File: src/rtl/sap_core_param.sv
// ---------------------------------------------------------------------------
// sap_core_param
//
// Parametrised hardwired SAP-class processor. Fixed six T-states per
// instruction, single-port program RAM loadable by a host while the core is
// idle or halted.
//
// Parameters
//   DATA_W : width of RAM words, ACC, B and OUT (must be >= 4 + ADDR_W)
//   ADDR_W : address width, RAM depth = 2**ADDR_W
//
// Ports
//   clk        system clock, rising edge
//   rst        asynchronous active-low reset
//   prog_we    host RAM write strobe (IDLE/HALT only)
//   prog_addr  host RAM write address
//   prog_data  host RAM write data
//   run        start pulse (IDLE/HALT only)
//   busy       high while running
//   halted     high while halted
//   out_valid  one-cycle strobe when out_data is loaded by OUT
//   out_data   output register
//   pc         program counter
//   t_state    one-hot T-state ring (bit0 = T1), zero outside RUN
//   acc        accumulator
//   flag_z     zero flag
//   flag_c     carry flag (1 on SUB means no borrow)
// ---------------------------------------------------------------------------
module sap_core_param #(
    parameter int DATA_W = 8,
    parameter int ADDR_W = 4
) (
    input  logic              clk,
    input  logic              rst,
    input  logic              prog_we,
    input  logic [ADDR_W-1:0] prog_addr,
    input  logic [DATA_W-1:0] prog_data,
    input  logic              run,
    output logic              busy,
    output logic              halted,
    output logic              out_valid,
    output logic [DATA_W-1:0] out_data,
    output logic [ADDR_W-1:0] pc,
    output logic [5:0]        t_state,
    output logic [DATA_W-1:0] acc,
    output logic              flag_z,
    output logic              flag_c
);

    typedef enum logic [1:0] {
        MODE_IDLE = 2'd0,
        MODE_RUN  = 2'd1,
        MODE_HALT = 2'd2
    } mode_t;

    localparam logic [3:0] OP_LDA = 4'h0;
    localparam logic [3:0] OP_ADD = 4'h1;
    localparam logic [3:0] OP_SUB = 4'h2;
    localparam logic [3:0] OP_STA = 4'h3;
    localparam logic [3:0] OP_LDI = 4'h4;
    localparam logic [3:0] OP_JMP = 4'h5;
    localparam logic [3:0] OP_JZ  = 4'h6;
    localparam logic [3:0] OP_JC  = 4'h7;
    localparam logic [3:0] OP_OUT = 4'hE;
    localparam logic [3:0] OP_HLT = 4'hF;

    localparam int DEPTH = 2 ** ADDR_W;

    // Architectural state
    mode_t             mode_reg;
    logic [ADDR_W-1:0] pc_reg;
    logic [DATA_W-1:0] acc_reg;
    logic [DATA_W-1:0] b_reg;
    logic [ADDR_W-1:0] mar_reg;
    logic [3:0]        ir_op_reg;   // opcode field of IR
    logic [ADDR_W-1:0] ir_arg_reg;  // operand field of IR; middle bits are don't-care
    logic [DATA_W-1:0] out_data_reg;
    logic [5:0]        t_state_reg;
    logic              flag_z_reg;
    logic              flag_c_reg;
    logic              out_valid_reg;

    logic [DATA_W-1:0] mem_reg [DEPTH];

    // Combinational datapath
    logic [DATA_W-1:0] ram_rd;
    logic              is_run;
    logic              host_wr_en;
    logic              sta_wr_en;
    logic              is_sub;
    logic [DATA_W-1:0] alu_b;
    logic [DATA_W:0]   alu_sum;
    logic [DATA_W-1:0] operand_ext;

    assign ram_rd      = mem_reg[mar_reg];
    assign is_run      = (mode_reg == MODE_RUN);
    assign host_wr_en  = prog_we && !is_run;
    assign sta_wr_en   = is_run && t_state_reg[4] && (ir_op_reg == OP_STA);

    // SUB is acc + ~B + 1, so the carry out doubles as "no borrow".
    assign is_sub      = (ir_op_reg == OP_SUB);
    assign alu_b       = is_sub ? ~b_reg : b_reg;
    assign alu_sum     = {1'b0, acc_reg} + {1'b0, alu_b} + {{DATA_W{1'b0}}, is_sub};
    assign operand_ext = {{(DATA_W - ADDR_W){1'b0}}, ir_arg_reg};

    // Program RAM: single write port shared by host and STA. The two sources
    // are mutually exclusive because host writes are gated off in RUN.
    always_ff @(posedge clk) begin
        if (host_wr_en) begin
            mem_reg[prog_addr] <= prog_data;
        end else if (sta_wr_en) begin
            mem_reg[mar_reg] <= acc_reg;
        end
    end

    // Control and datapath registers
    always_ff @(posedge clk or negedge rst) begin
        if (!rst) begin
            mode_reg      <= MODE_IDLE;
            pc_reg        <= '0;
            acc_reg       <= '0;
            b_reg         <= '0;
            mar_reg       <= '0;
            ir_op_reg     <= '0;
            ir_arg_reg    <= '0;
            out_data_reg  <= '0;
            t_state_reg   <= '0;
            flag_z_reg    <= 1'b0;
            flag_c_reg    <= 1'b0;
            out_valid_reg <= 1'b0;
        end else begin
            out_valid_reg <= 1'b0;
            case (mode_reg)
                MODE_IDLE, MODE_HALT: begin
                    if (run) begin
                        mode_reg    <= MODE_RUN;
                        pc_reg      <= '0;
                        acc_reg     <= '0;
                        flag_z_reg  <= 1'b0;
                        flag_c_reg  <= 1'b0;
                        t_state_reg <= 6'b000001;
                    end
                end

                MODE_RUN: begin
                    t_state_reg <= {t_state_reg[4:0], t_state_reg[5]};

                    if (t_state_reg[0]) begin
                        mar_reg <= pc_reg;
                    end

                    if (t_state_reg[1]) begin
                        pc_reg <= pc_reg + 1'b1;
                    end

                    if (t_state_reg[2]) begin
                        ir_op_reg  <= ram_rd[DATA_W-1 -: 4];
                        ir_arg_reg <= ram_rd[ADDR_W-1:0];
                    end

                    if (t_state_reg[3]) begin
                        case (ir_op_reg)
                            OP_LDA, OP_ADD, OP_SUB, OP_STA: begin
                                mar_reg <= ir_arg_reg;
                            end
                            OP_LDI: begin
                                acc_reg    <= operand_ext;
                                flag_z_reg <= (operand_ext == '0);
                            end
                            OP_JMP: begin
                                pc_reg <= ir_arg_reg;
                            end
                            OP_JZ: begin
                                if (flag_z_reg) begin
                                    pc_reg <= ir_arg_reg;
                                end
                            end
                            OP_JC: begin
                                if (flag_c_reg) begin
                                    pc_reg <= ir_arg_reg;
                                end
                            end
                            OP_OUT: begin
                                out_data_reg  <= acc_reg;
                                out_valid_reg <= 1'b1;   // visible for the T5 cycle
                            end
                            OP_HLT: begin
                                // Overrides the ring advance above
                                mode_reg    <= MODE_HALT;
                                t_state_reg <= '0;
                            end
                            default: begin
                            end
                        endcase
                    end

                    if (t_state_reg[4]) begin
                        case (ir_op_reg)
                            OP_LDA: begin
                                acc_reg    <= ram_rd;
                                flag_z_reg <= (ram_rd == '0);
                            end
                            OP_ADD, OP_SUB: begin
                                b_reg <= ram_rd;
                            end
                            default: begin
                            end
                        endcase
                    end

                    if (t_state_reg[5]) begin
                        if (ir_op_reg == OP_ADD || ir_op_reg == OP_SUB) begin
                            {flag_c_reg, acc_reg} <= alu_sum;
                            flag_z_reg            <= (alu_sum[DATA_W-1:0] == '0);
                        end
                    end
                end

                default: begin
                    mode_reg    <= MODE_IDLE;
                    t_state_reg <= '0;
                end
            endcase
        end
    end

    assign busy      = is_run;
    assign halted    = (mode_reg == MODE_HALT);
    assign out_valid = out_valid_reg;
    assign out_data  = out_data_reg;
    assign pc        = pc_reg;
    assign t_state   = t_state_reg;
    assign acc       = acc_reg;
    assign flag_z    = flag_z_reg;
    assign flag_c    = flag_c_reg;

endmodule
File: config.mk
export PLATFORM = sky130hd
export DESIGN_NAME = sap_core_param
export DESIGN_NICKNAME = d
export VERILOG_FILES = /design/src/rtl/sap_core_param.sv
export SDC_FILE = /design/constraint.sdc
export NUM_CORES = 1
export LEC_CHECK = 0
export CORE_ASPECT_RATIO = 0.75
export CORE_UTILIZATION = 24
export DETAILED_ROUTE_END_ITERATION = 12
export PLACE_DENSITY = 0.4
export REMOVE_ABC_BUFFERS = 1
export SYNTH_ARGS = -nofsm -noshare
export SYNTH_HDL_FRONTEND = slang
export SYNTH_SLANG_ARGS = --single-unit
File: constraint.sdc
create_clock -name clk -period 4.4 [get_ports clk]
set_clock_uncertainty 0.05 [all_clocks]
set_input_delay 1.1 -clock clk [delete_from_list [all_inputs] [get_ports clk]]
set_output_delay 1.1 -clock clk [all_outputs]
set_load 0.02 [all_outputs]
==> flow_summary_export.csv, run 1 <==
group,metric,value,unit
floorplan,die_y,159.6,um
global_route,track_usage,13.15,%
clocking,clkTransAtPathRegs,0.07,ns
sta,hold_viol_final,0,
worst_setup_path,rrSetupSlack,1.0,ns
synthesis,async_reset_ff_share,28.49,%
sta,maxSlewViolCount,0,
sta,timing.final.ws_setup,0.9951,ns
worst_setup_path,crit_path_end,"acc[6]",
clocking,cts_tree,"done",
detailed_routing,ant_nets,0,
clocking,cts_max_level,4,
worst_setup_path,reg2reg_from,"ir_op_reg[0]",
placement,port-buffer-count,46,
worst_setup_path,critPathCaptureType,"register",
synthesis,yosysWarnings,0,
floorplan,die_area,0.03386,mm2
sta,fin_setup_tns,0,ns
placement,dp_slack,0.9844,ns
clocking,cts_setup_buffers,0,
detailed_routing,first_iter_violations,430,
detailed_routing,drt_wl_total,21.08,mm
floorplan,core_area,0.03252,mm2
synthesis,yosysMostFrequentCell,"edfxtp_1",
synthesis,synth_area_leader_cell,"edfxtp_1",
layout,nets,605,
floorplan,rows,57,
worst_setup_path,startpoint,"ir_op_reg[0]",
run,maxCapViolations,0,
floorplan,die_w,212.1,um
synthesis,ys_top_cells_by_count,"edfxtp_1 (128), dfrtp_1 (51), nand2_1 (41), nor2_1 (38), o21ai_0 (33)",
floorplan,initial_core_util,24.44,%
sta,setup_viol,0,
sta,rsz0062_at_grt,"false",
clocking,clk_latency,0.43,ns
synthesis,ys.flop_type,"edfxtp_1",
synthesis,synth.distinct_cells,59,
global_route,grt_pass1_wl,31.96,mm
synthesis,yosysSeqAreaShare,64.41,%
clocking,cts_hold_buf,0,
synthesis,synth_top_area_share,48.36,%
power,p_leak,3.353,nW
synthesis,synthesis.instances,535,
synthesis,synth_edf_count,128,
layout,nFillCells,3255,
worst_setup_path,arrival,3.68,ns
detailed_routing,vias,4770,
synthesis,syn_area,0.007949,mm2
sta,fin_crit,3.405,ns
synthesis,avgSynthCellArea,14.86,um2
clocking,ctsResizeCount,0,
layout,antenna_cells,0,
detailed_routing,drtPass1Iterations,5,
sta,clock.fmax,293.7,MHz
worst_setup_path,r2r-end,"acc[6]",
synthesis,synth-seq-cells,179,
layout,largest_reg_flops,128,
sta,post-route-period-util,77.38,%
outcome,outcome,"complete, no violations",
layout,final_util,29.34,%
placement,globalplace.congestion,0.7665,
global_route,antenna_found_initial,0,
global_route,first_global_vias,4685,
worst_hold_path,hold_path.class,"register to register",
sta,hold_slack,0.4518,ns
detailed_routing,vias_per_cell,4.613,
power,powerDensity,668.8,mW/mm2
worst_setup_path,required,4.67,ns
layout,multi_input_area,0.002664,mm2
worst_setup_path,critPathKind,"register to register",
worst_setup_path,worstSetupStartpointType,"register",
clocking,cts_sinks,179,
placement,dpl.hpwl,15.06,mm
sta,relSlewSlack,25.98,%
clocking,clock_path_buffers,2,
detailed_routing,avgRoutedWirePerCell,20.39,um
layout,drive_gt1_share,16.39,%
layout,seq_area,0.005121,mm2
power,peakVddDrop,0.0002781,V
worst_setup_path,worstPathMaxFanout,9,
sta,worstMarginPinSlew,1.102,ns
clocking,cts-root-buf,"clkbuf_16",
worst_setup_path,r2r_cells,9,
detailed_routing,drc_errors,0,
layout,syn2layout_area_growth,20.04,%
global_route,overflow,0,
synthesis,synth_area_leaders,"edfxtp_1 (48%), dfrtp_1 (16%), mux4_2 (7.6%), mux2_2 (2.7%), o21ai_0 (2.1%)",
floorplan,num_io_pins,47,
global_route,grt_max_degree,31,
clocking,numCtsBuffers,17,
==> routing by layer <==
layer  global-route usage (%)  part of all wire (%)  vias to the layer above
met5                        0                     0                        -
met4                    2.964                  0.84                        0
met3                    2.761                   5.8                       11
met2                    17.65                    42                      129
met1                    21.09                    52                     2463
li1                         -                     -                     2167
==> cell families (layout without fill, tap and decap cells) <==
logic type	after synthesis	after routing	synth area share [%]
adders and majority gates	10	10	1.669
DFF	179	179	64.41
AOI/OAI and AO/OA	111	111	9.444
xor gates and xnor gates	17	17	1.873
buffers and inverters	36	93	2.109
and+or+nand+nor	122	122	7.367
muxes	60	60	13.13
==> report_power, final <==
group          internal (W)  switching, W
registers           0.00200      0.000366
clock network       0.00101      0.000675
logic               0.00102       0.00130
total               0.00404       0.00234
==> worst max-delay path, stage by stage, from the launching register on <==
cell      delay (ns)
dfrtp_1         0.48
or4b_1          0.87
xnor2_1         0.27
fa_1            0.43
a211oi_1        0.30
o21bai_1        0.12
a21oi_1         0.25
xnor2_1         0.20
mux2i_1         0.12
a22o_1          0.19
==> cells in the final DEF (no fill, tap or decap), types with 3 or more instances in the layout <==
| cell type | Yosys | layout |
|---|---|---|
| mux2_2 | 19 | 19 |
| clkdlybuf4s50_1 | 0 | 45 |
| nor3b_1 | 6 | 6 |
| a221oi_1 | 5 | 5 |
| nand2b_1 | 3 | 3 |
| o21ai_0 | 33 | 33 |
| nor3_1 | 9 | 9 |
| nand2_1 | 41 | 41 |
| mux4_1 | 5 | 5 |
| o22ai_1 | 5 | 5 |
| inv_1 | 5 | 5 |
| bufinv_16 | 0 | 5 |
| a221o_1 | 4 | 4 |
| a22oi_1 | 5 | 5 |
| ha_1 | 9 | 9 |
| xor2_1 | 8 | 8 |
| nor2_1 | 38 | 37 |
| mux2i_1 | 9 | 9 |
| mux4_2 | 27 | 27 |
| nor2b_1 | 3 | 3 |
| a31oi_1 | 4 | 4 |
| a22o_1 | 10 | 10 |
| nand3_1 | 4 | 4 |
| edfxtp_1 | 128 | 128 |
| dfrtp_1 | 51 | 50 |
| buf_4 | 1 | 9 |
| clkbuf_16 | 0 | 17 |
| a21oi_1 | 23 | 23 |
| clkinvlp_4 | 0 | 4 |
| nand4_1 | 4 | 4 |
| xnor2_1 | 9 | 9 |
| and2_1 | 3 | 3 |
| a2bb2oi_1 | 3 | 3 |
| nand3b_1 | 3 | 3 |
==> worst min path at each step <==
stage	start	end	slack (ns)	cells past startpoint
global route	out_data[1]	out_data[1]	0.47	1
floorplan	mode_reg[1]	mode_reg[1]	0.41	2
finish	mode_reg[1]	mode_reg[1]	0.45	2
detailed placement	mode_reg[1]	mode_reg[1]	0.44	2
CTS	mode_reg[1]	mode_reg[1]	0.46	2
global placement	out_data[1]	out_data[1]	0.44	1
==> stage by stage <==
| stage | cell area [um2] | total power, W | std cells |
|---|---|---|---|
| after floorplan | 7804 | 0.003805 | 505 |
| after global placement | 8884 | 0.004729 | 1002 |
| after detailed placement | 8884 | 0.004734 | 1002 |
| after CTS | 9542 | 0.006434 | 1034 |
| after global routing | 9542 | 0.006740 | 1034 |
| final | 9542 | 0.006381 | 1034 |
==> area by class of cell <==
| type | instances | area share, % |
|---|---|---|
| Sequential cell | 179 | 53.67 |
| Multi-Input combinational cell | 320 | 27.92 |
| Inverter | 6 | 0.2360 |
| Timing Repair Buffer | 55 | 5.481 |
| Clock buffer | 17 | 4.458 |
| Tap cell | 442 | 5.796 |
| Clock inverter | 15 | 2.439 |
(Power assumes the default switching activity.)
==> inputs of run 2 (changes only) <==
clock period = 3.4 ns   (was 4.4 ns; I/O delays follow)
==> run 2 against run 1 <==
Against the previous run: count of clock-buffer cells in the layout increased by 1; fmax increased by 14%; global-route usage barely moved; cell count rose by 1.8%; flip-flop and latch count stayed put; hold slack worse by 0.20 ns; critical path depth is the same; first-iteration DRC count fell by 16%; power increased by 27%; register-to-register slack worse by 0.59 ns; cell area up 0.87%; sequential power increased by 28%; largest cell class unchanged; highest routed layer unchanged.
==> flow_summary_export.csv, run 2 (same netlist as run 1, synthesis figures left out) <==
group,metric,value,unit
outcome,outcome,"complete, no violations",
floorplan,die_area,0.03386,mm2
floorplan,die_y,159.6,um
floorplan,core_area,0.03252,mm2
sta,setup_viol,0,
sta,fin_crit,2.991,ns
placement,port-buffer-count,46,
floorplan,num_io_pins,47,
placement,placed_cell_area,0.009039,mm2
layout,final_common_cell,"edfxtp_1",
clocking,numCtsBuffers,17,
global_route,track_usage,13.12,%
sta,clock.fmax,334.3,MHz
run,maxCapViolations,0,
layout,syn2layout_area_growth,21.08,%
layout,drive_gt1_share,18.66,%
sta,post-route-period-util,87.98,%
worst_setup_path,worstPathCellList,"or4b_4 -> xnor2_1 -> fa_1 -> a211oi_1 -> o21bai_1 -> a21oi_1 -> xnor2_1 -> mux2i_1 -> a22o_1",
layout,final_area,0.009624,mm2
detailed_routing,vias,4831,
layout,nets,624,
worst_setup_path,arrival,3.27,ns
floorplan,rows,57,
power,peakVddDrop,0.0002672,V
detailed_routing,avgRoutedWirePerCell,19.96,um
placement,dpl.hpwl,14.86,mm
worst_setup_path,r2r-end,"acc[6]",
worst_setup_path,critical_path_buf_inv_count,0,
layout,multi_input_area,0.002668,mm2
floorplan,die_w,212.1,um
worst_setup_path,worstSetupStartpointType,"register",
placement,dp.cells,1021,
layout,most-common-layout-cells,"edfxtp_1 (128), dfrtp_1 (50), clkdlybuf4s50_1 (45)",
global_route,first_global_vias,4940,
power,p_leak,3.432,nW
worst_setup_path,slowest_stage,"or4b_4",
worst_setup_path,rrSetupSlack,0.41,ns
sta,hold_viol_final,0,
worst_setup_path,worstPathMaxFanout,8,
worst_setup_path,critPathCaptureType,"register",
worst_setup_path,slowest_delay,0.62,ns
clocking,cts_tree,"done",
worst_setup_path,crit_family,"compound AO/OA/AOI/OAI gates",
global_route,grt_pass1_wl,32.22,mm
worst_setup_path,required,3.67,ns
detailed_routing,vias_per_cell,4.588,
clocking,cts_sinks,179,
worst_hold_path,hold_path.class,"input pin to asynchronous set/reset pin",
worst_setup_path,cp.depth,9,
worst_setup_path,cpMostUsedCell,"xnor2_1",
power,powerDensity,844.5,mW/mm2
sta,rsz0062_at_grt,"false",
sta,relSlewSlack,33.50,%
layout,fin_cells,1053,
worst_setup_path,reg2reg_from,"ir_op_reg[1]",
sta,worstMarginPinSlew,0.9938,ns
layout,antenna_cells,0,
sta,maxSlewViolCount,0,
layout,final_util,29.59,%
clocking,cts_max_level,4,
clocking,cts-root-buf,"clkbuf_16",
layout,nFillCells,3293,
layout,largest_reg_flops,128,
clocking,clkTransAtPathRegs,0.07,ns
floorplan,initial_core_util,24.44,%
clocking,cts_setup_buffers,0,
detailed_routing,ant_nets,0,
global_route,grt_max_degree,39,
detailed_routing,drc_errors,0,
clocking,clock_path_buffers,2,
layout,seq_area,0.005121,mm2
global_route,antenna_found_initial,0,
detailed_routing,drtPass1Iterations,5,
global_route,overflow,0,
sta,fin_setup_tns,0,ns
placement,globalplace.congestion,0.7704,
detailed_routing,first_iter_violations,363,
clocking,clk_latency,0.44,ns
detailed_routing,drt_wl_total,21.02,mm
worst_setup_path,r2r_cells,9,
sta,hold_slack,0.2540,ns
worst_setup_path,critPathKind,"register to register",
clocking,cts_hold_buf,0,
-- run 2: changes by cell type in the layout (fill, tap and decap cells not counted) --
cell / change
clkbuf_1: +1
clkinv_1: +2
inv_8: +1
or4b_1: -1
bufinv_16: -3
inv_6: +2
clkinv_8: -1
clkinvlp_4: -3
buf_12: +1
clkinv_4: +2
buf_4: +18
or4b_4: +1
clkinvlp_2: -1
-- run 2: area by class of cell --
class / instances / share of cell area (%)
Sequential cell: 179 / 53.21
Multi-Input combinational cell: 320 / 27.72
Timing Repair Buffer: 74 / 7.046
Tap cell: 442 / 5.746
Clock buffer: 18 / 4.459
Clock inverter: 14 / 1.586
Inverter: 6 / 0.2340
-- run 2: per-stage QoR --
| stage | setup slack (ns) | power [W] |
|---|---|---|
| floorplan | 0.3343 | 0.004925 |
| global placement | 0.2334 | 0.006203 |
| detailed placement | 0.1822 | 0.006212 |
| CTS | 0.1746 | 0.008217 |
| global route | 0.1840 | 0.008622 |
| finish | 0.4088 | 0.008128 |
-- run 2: what timing repair did --
action | in CTS | in global routing
setup endpoints to repair | 0 | 1
endpoints found under the hold margin | 0 | 0
gates resized for setup | 0 | 1
-- run 2: report_power, final --
part / internal, W / switching (W) / total (W)
clock network: 0.00110 / 0.000902 / 0.00200
registers: 0.00259 / 0.000445 / 0.00303
logic: 0.00143 / 0.00166 / 0.00310
total: 0.00512 / 0.00301 / 0.00813
-- run 2: routing by layer --
layer | GRT usage [%] | part of all wire, %
met5 | 0 | 0
met4 | 3.261 | 0.96
met3 | 2.998 | 4.9
met2 | 18.51 | 42
met1 | 19.99 | 52
-- run 2: worst max-delay path by stage --
stage                             from            end  slack (ns)
after floorplan            mode_reg[1]  mem_reg[1][0]        0.33
after global placement    ir_op_reg[3]         flag_z        0.23
after detailed placement  ir_op_reg[1]         acc[6]        0.18
after CTS                 ir_op_reg[1]         acc[6]        0.17
after global routing      ir_op_reg[1]         acc[6]        0.18
final                     ir_op_reg[1]         acc[6]        0.41
==> RTL change 1: new RTL, config.mk and constraints of run 1 <==
Set the parameter `ADDR_W` to 5 (it was 4). Comments in the files are not updated.
--- a/src/rtl/sap_core_param.sv
+++ b/src/rtl/sap_core_param.sv
@@ -28,7 +28,7 @@
 // ---------------------------------------------------------------------------
 module sap_core_param #(
     parameter int DATA_W = 8,
-    parameter int ADDR_W = 4
+    parameter int ADDR_W = 5
 ) (
     input  logic              clk,
     input  logic              rst,
Ports: changed (resized pc and prog_addr); port bits go from 47 to 49. No check against the original RTL was run, so the function may have changed too.
==> RTL change 1 against run 1 <==
- synthesized area up 67%
- final area up 66%
- setup slack worse by 0.16 ns
- wire length up 83%
- power up 57%
- sequential cell count up 130
- via count up 65%
- critical path type unchanged
- critical endpoint is now mem_reg[26][7]$_DFFE_PP_
- largest cell class unchanged
==> RTL change 1: results (changes against run 1) <==
post_drt_via_cell_ratio: 4.67  # +1.3%
pwr-share-comb_pct: 33.1  # -3.3 points
nFillCells: 5502  # +69%
htreeDepth: 2  # -2
grt_usage_pct: 13.9  # +0.79 points
dr_wl_met3_um: 1860  # +51%
synth_area_leaders: "edfxtp_1 (58%), dfrtp_1 (10%), mux4_2 (7.0%)"
switchingPower_mw: 3.60  # +54%
async_flop_share_pct: 17.2  # -11 points
total_power_mw: 10.0  # +57%
clock_power_share_pct: 27.6  # +1.1 points
critPathMaxFanout: 18  # +9
clockBufferDepth: 3  # +1
critical_path.slowest_cell: "nor2_1"
largest_reg_flops: 256  # +100%
antenna_cells: 0  # unchanged
io_buffers: 48  # +4.3%
antenna_found_initial: 1  # +1
wire_per_inst_um: 22.9  # +12%
ys_warn_count: 0  # unchanged
crit_arrival_ns: 3.63  # -0.05 ns
drive_gt1_share_pct: 16.9  # +0.56 points
grt_pass1_wl_um: 56600  # +77%
crit_family: "simple AND/OR/NAND/NOR gates"
status: "completed"
routed.top_layer: "met4"
ys_top_cells_by_count: "edfxtp_1 (256), nand2_1 (79), nor2_1 (69)"
insertion_delay_ns: 0.52  # +0.09 ns
leakagePower_nw: 5.44  # +62%
dp.cells: 1626  # +62%
ir_drop_v: 0.000260  # -6.4%
wl_met2_um: 16000  # +81%
wl_met1_um: 20000  # +84%
detailedPlace.worstSlack_ns: 0.478  # -0.506 ns
place_area_mm2: 0.0147  # +66%
synth_edf_count: 256  # +100%
seq_area_frac_synth_pct: 68.0  # +3.6 points
dpl.hpwl_um: 26000  # +72%
vias: 7872  # +65%
ys_types: 66  # +12%
slew_headroom_pct: 13.1  # -13 points
grt_max_degree: 39  # +26%
netlist_instances: 854  # +60%
first_global_vias: 7874  # +68%
gp_congestion: 0.836  # +9.0%
clkTransAtPathRegs_ns: 0.06
layout.nets: 967  # +60%
numCtsBuffers: 34  # +17
drtIter0Drc: 747  # +74%
## RTL change 1: cell types whose count changed after synthesis, sizes merged, moves of 10 or more
cell,before,now
buf,11,25
nor2,38,69
o21ai,34,24
mux4,32,49
a22oi,5,21
nand2,41,79
mux2i,9,43
edfxtp,128,256
a21oi,23,38
nand3,4,16
## RTL change 1: cells by family (layout without fill, tap and decap cells)
family	Yosys count	in the layout	share of synthesized area, %
multiplexers	106	106	13.0
buffers and inverters	51	159	2.01
AND/OR/NAND/NOR	230	230	8.24
AO/OA/AOI/OAI	132	132	6.65
flip-flops	309	309	68.0
XOR/XNOR	16	16	1.06
adder cells (fa/ha/maj)	10	10	1.00
## RTL change 1: routing by layer
metal,track usage (%),vias up
li1,-,3509
met1,22.0,4115
met2,19.5,202
met3,2.37,46
met4,3.09,0
met5,0,-
## RTL change 1: cell type report
cell class                      instances  area (um^2)  area share (%)
Multi-Input combinational cell        494         3980            25.1
Clock buffer                           42          922            5.83
Timing Repair Buffer                   95          828            5.24
Clock inverter                         16          135           0.855
Inverter                                6         22.5           0.142
Sequential cell                       309         9020            57.1
Tap cell                              722          903            5.72
## RTL change 1: final timing paths
check                      slack [ns]                    start  cells after the start                  endpoint
hold / removal                   0.44  mode_reg[1]$_DFFE_PN0P_                      2   mode_reg[1]$_DFFE_PN0P_
hold reg to reg                  0.44  mode_reg[1]$_DFFE_PN0P_                      2   mode_reg[1]$_DFFE_PN0P_
max in group asynchronous        2.82                      rst                      2      b_reg[5]$_DFFE_PN0P_
setup reg to reg                 0.84  mode_reg[1]$_DFFE_PN0P_                      7  mem_reg[26][7]$_DFFE_PP_
setup / recovery                 0.84  mode_reg[1]$_DFFE_PN0P_                      7  mem_reg[26][7]$_DFFE_PP_
min in group asynchronous        0.66                      rst                      1   mode_reg[0]$_DFFE_PN0P_
==> RTL change 2: new RTL, settings of run 1 <==
Without the edit above. Encoding of `mode_t`: now one-hot (3 bits for 3 values).
--- a/src/rtl/sap_core_param.sv
+++ b/src/rtl/sap_core_param.sv
@@ -47,10 +47,10 @@
     output logic              flag_c
 );
 
-    typedef enum logic [1:0] {
-        MODE_IDLE = 2'd0,
-        MODE_RUN  = 2'd1,
-        MODE_HALT = 2'd2
+    typedef enum logic [2:0] {
+        MODE_IDLE = 3'b001,
+        MODE_RUN  = 3'b010,
+        MODE_HALT = 3'b100
     } mode_t;
 
     localparam logic [3:0] OP_LDA = 4'h0;
Function: same outputs for any inputs over 4 cycles, from zero or initial values and one cycle with rst low; so few cycles prove little.
==> RTL change 2 against run 1 <==
- sequential share of layout area is essentially flat
- synthesized cell count increased by 2.1%
- highest routed layer unchanged
- die area grew 0.89%
- synthesized area is 0.90% higher
- final cell count is 2.0% higher
- sequential cell count up 1
- clock power down 11%
- power down 25%
- wire length grew 7.0%
- final area rose by 0.60%
- worst hold slack improved by 0.0021 ns
- non-clock buffer count grew 9
- critical endpoint is now flag_z$_DFFE_PN0P_
- setup slack got worse by 0.14 ns
==> RTL change 2: results (changes against run 1) <==
muxShareOfSynthArea_pct: 13.0  # -0.086 points
syn2layout_area_growth_pct: 19.7
switching_share_pct: 33.0  # -3.7 points
reg2reg_slack_ns: 0.85  # -0.14 ns
ys_top_cells_by_count: "edfxtp_1 (128), dfrtp_1 (51), nor2_1 (46)"
area_share_clock_buf_inv_pct: 5.98  # -0.91 points
htreeDepth: 4  # unchanged
bufAreaShareNonClock_pct: 6.15  # +0.67 points
detailedPlace.worstSlack_ns: 0.891  # -0.0935 ns
hold_end: "out_data[5]$_DFFE_PN0P_"
ys_types: 57  # -3.4%
synth_xor_area_share_pct: 1.86  # -0.017 points
antenna_cells: 1  # +1
final-seq-area_mm2: 0.00515  # +0.51%
grt_use_met2_pct: 19.5  # +1.9 points
nFillCells: 3305  # +1.5%
drive_gt1_share_pct: 16.7  # +0.28 points
tightest_slew_ns: 1.10  # -0.00197 ns
pwr-share-comb_pct: 25.6  # -11 points
leakagePower_nw: 3.42  # +1.9%
hold_path_depth: 1  # -1
numSequentialCells: 180  # +0.56%
gp_congestion: 0.823  # +7.3%
final_cells: 1055  # +2.0%
drtIter0Drc: 491  # +14%
r2r-end: "flag_z$_DFFE_PN0P_"
grt_max_degree: 28  # -9.7%
synth_compound_area_share_pct: 9.47  # +0.025 points
nClkBuffers: 18  # +1
dp.cells: 1022  # +2.0%
worstRegToRegCells: 9  # unchanged
ys.flop_type: "edfxtp_1"
buffers_excl_clock: 64  # +16%
first_global_vias: 5015  # +7.0%
place_area_mm2: 0.00902  # +1.6%
layout.nets: 625  # +3.3%
grt_usage_pct: 13.7  # +0.58 points
multi_input_area_share_pct: 28.2  # +0.30 points
avgSynthCellArea_um2: 14.7  # -1.1%
powerClk_mw: 1.50  # -11%
grtUsageMet3_pct: 1.96  # -0.81 points
max_stage_delay_ns: 0.82  # -0.05 ns
wirelength_um: 22600  # +7.0%
seq_area_frac_synth_pct: 64.2  # -0.25 points
clock_power_share_pct: 31.4  # +4.9 points
status: "completed"
groute.layer.met1.usage_pct: 21.4  # +0.35 points
crit_arrival_ns: 3.86  # +0.18 ns
async_flop_share_pct: 28.9  # +0.40 points
rr_startpoint: "ir_op_reg[3]$_DFFE_PN0P_"
hold_path_startpoint: "out_data[5]$_DFFE_PN0P_"
ir_drop_v: 0.000314  # +13%
post_drt_via_cell_ratio: 4.79  # +3.8%
multi_input_gates: 330  # +3.1%
dpl.hpwl_um: 15900  # +5.3%
[RTL change 2: worst max path at each step]
stage	startpoint	to	slack (ns)
after floorplan	ir_op_reg[0]$_DFFE_PN0P_	flag_z$_DFFE_PN0P_	1.26
after global routing	ir_op_reg[3]$_DFFE_PN0P_	flag_z$_DFFE_PN0P_	0.67
after global placement	ir_op_reg[0]$_DFFE_PN0P_	flag_z$_DFFE_PN0P_	1.00
after detailed placement	ir_op_reg[0]$_DFFE_PN0P_	flag_z$_DFFE_PN0P_	0.89
final	ir_op_reg[3]$_DFFE_PN0P_	flag_z$_DFFE_PN0P_	0.85
after CTS	ir_op_reg[0]$_DFFE_PN0P_	flag_z$_DFFE_PN0P_	0.88
[RTL change 2: metal layers]
| metal | wire length [um] | share of wire (%) |
|---|---|---|
| met1 | 11600 | 51 |
| met2 | 9740 | 43 |
| met3 | 930 | 4.1 |
| met4 | 269 | 1.2 |
| met5 | 0 | 0 |
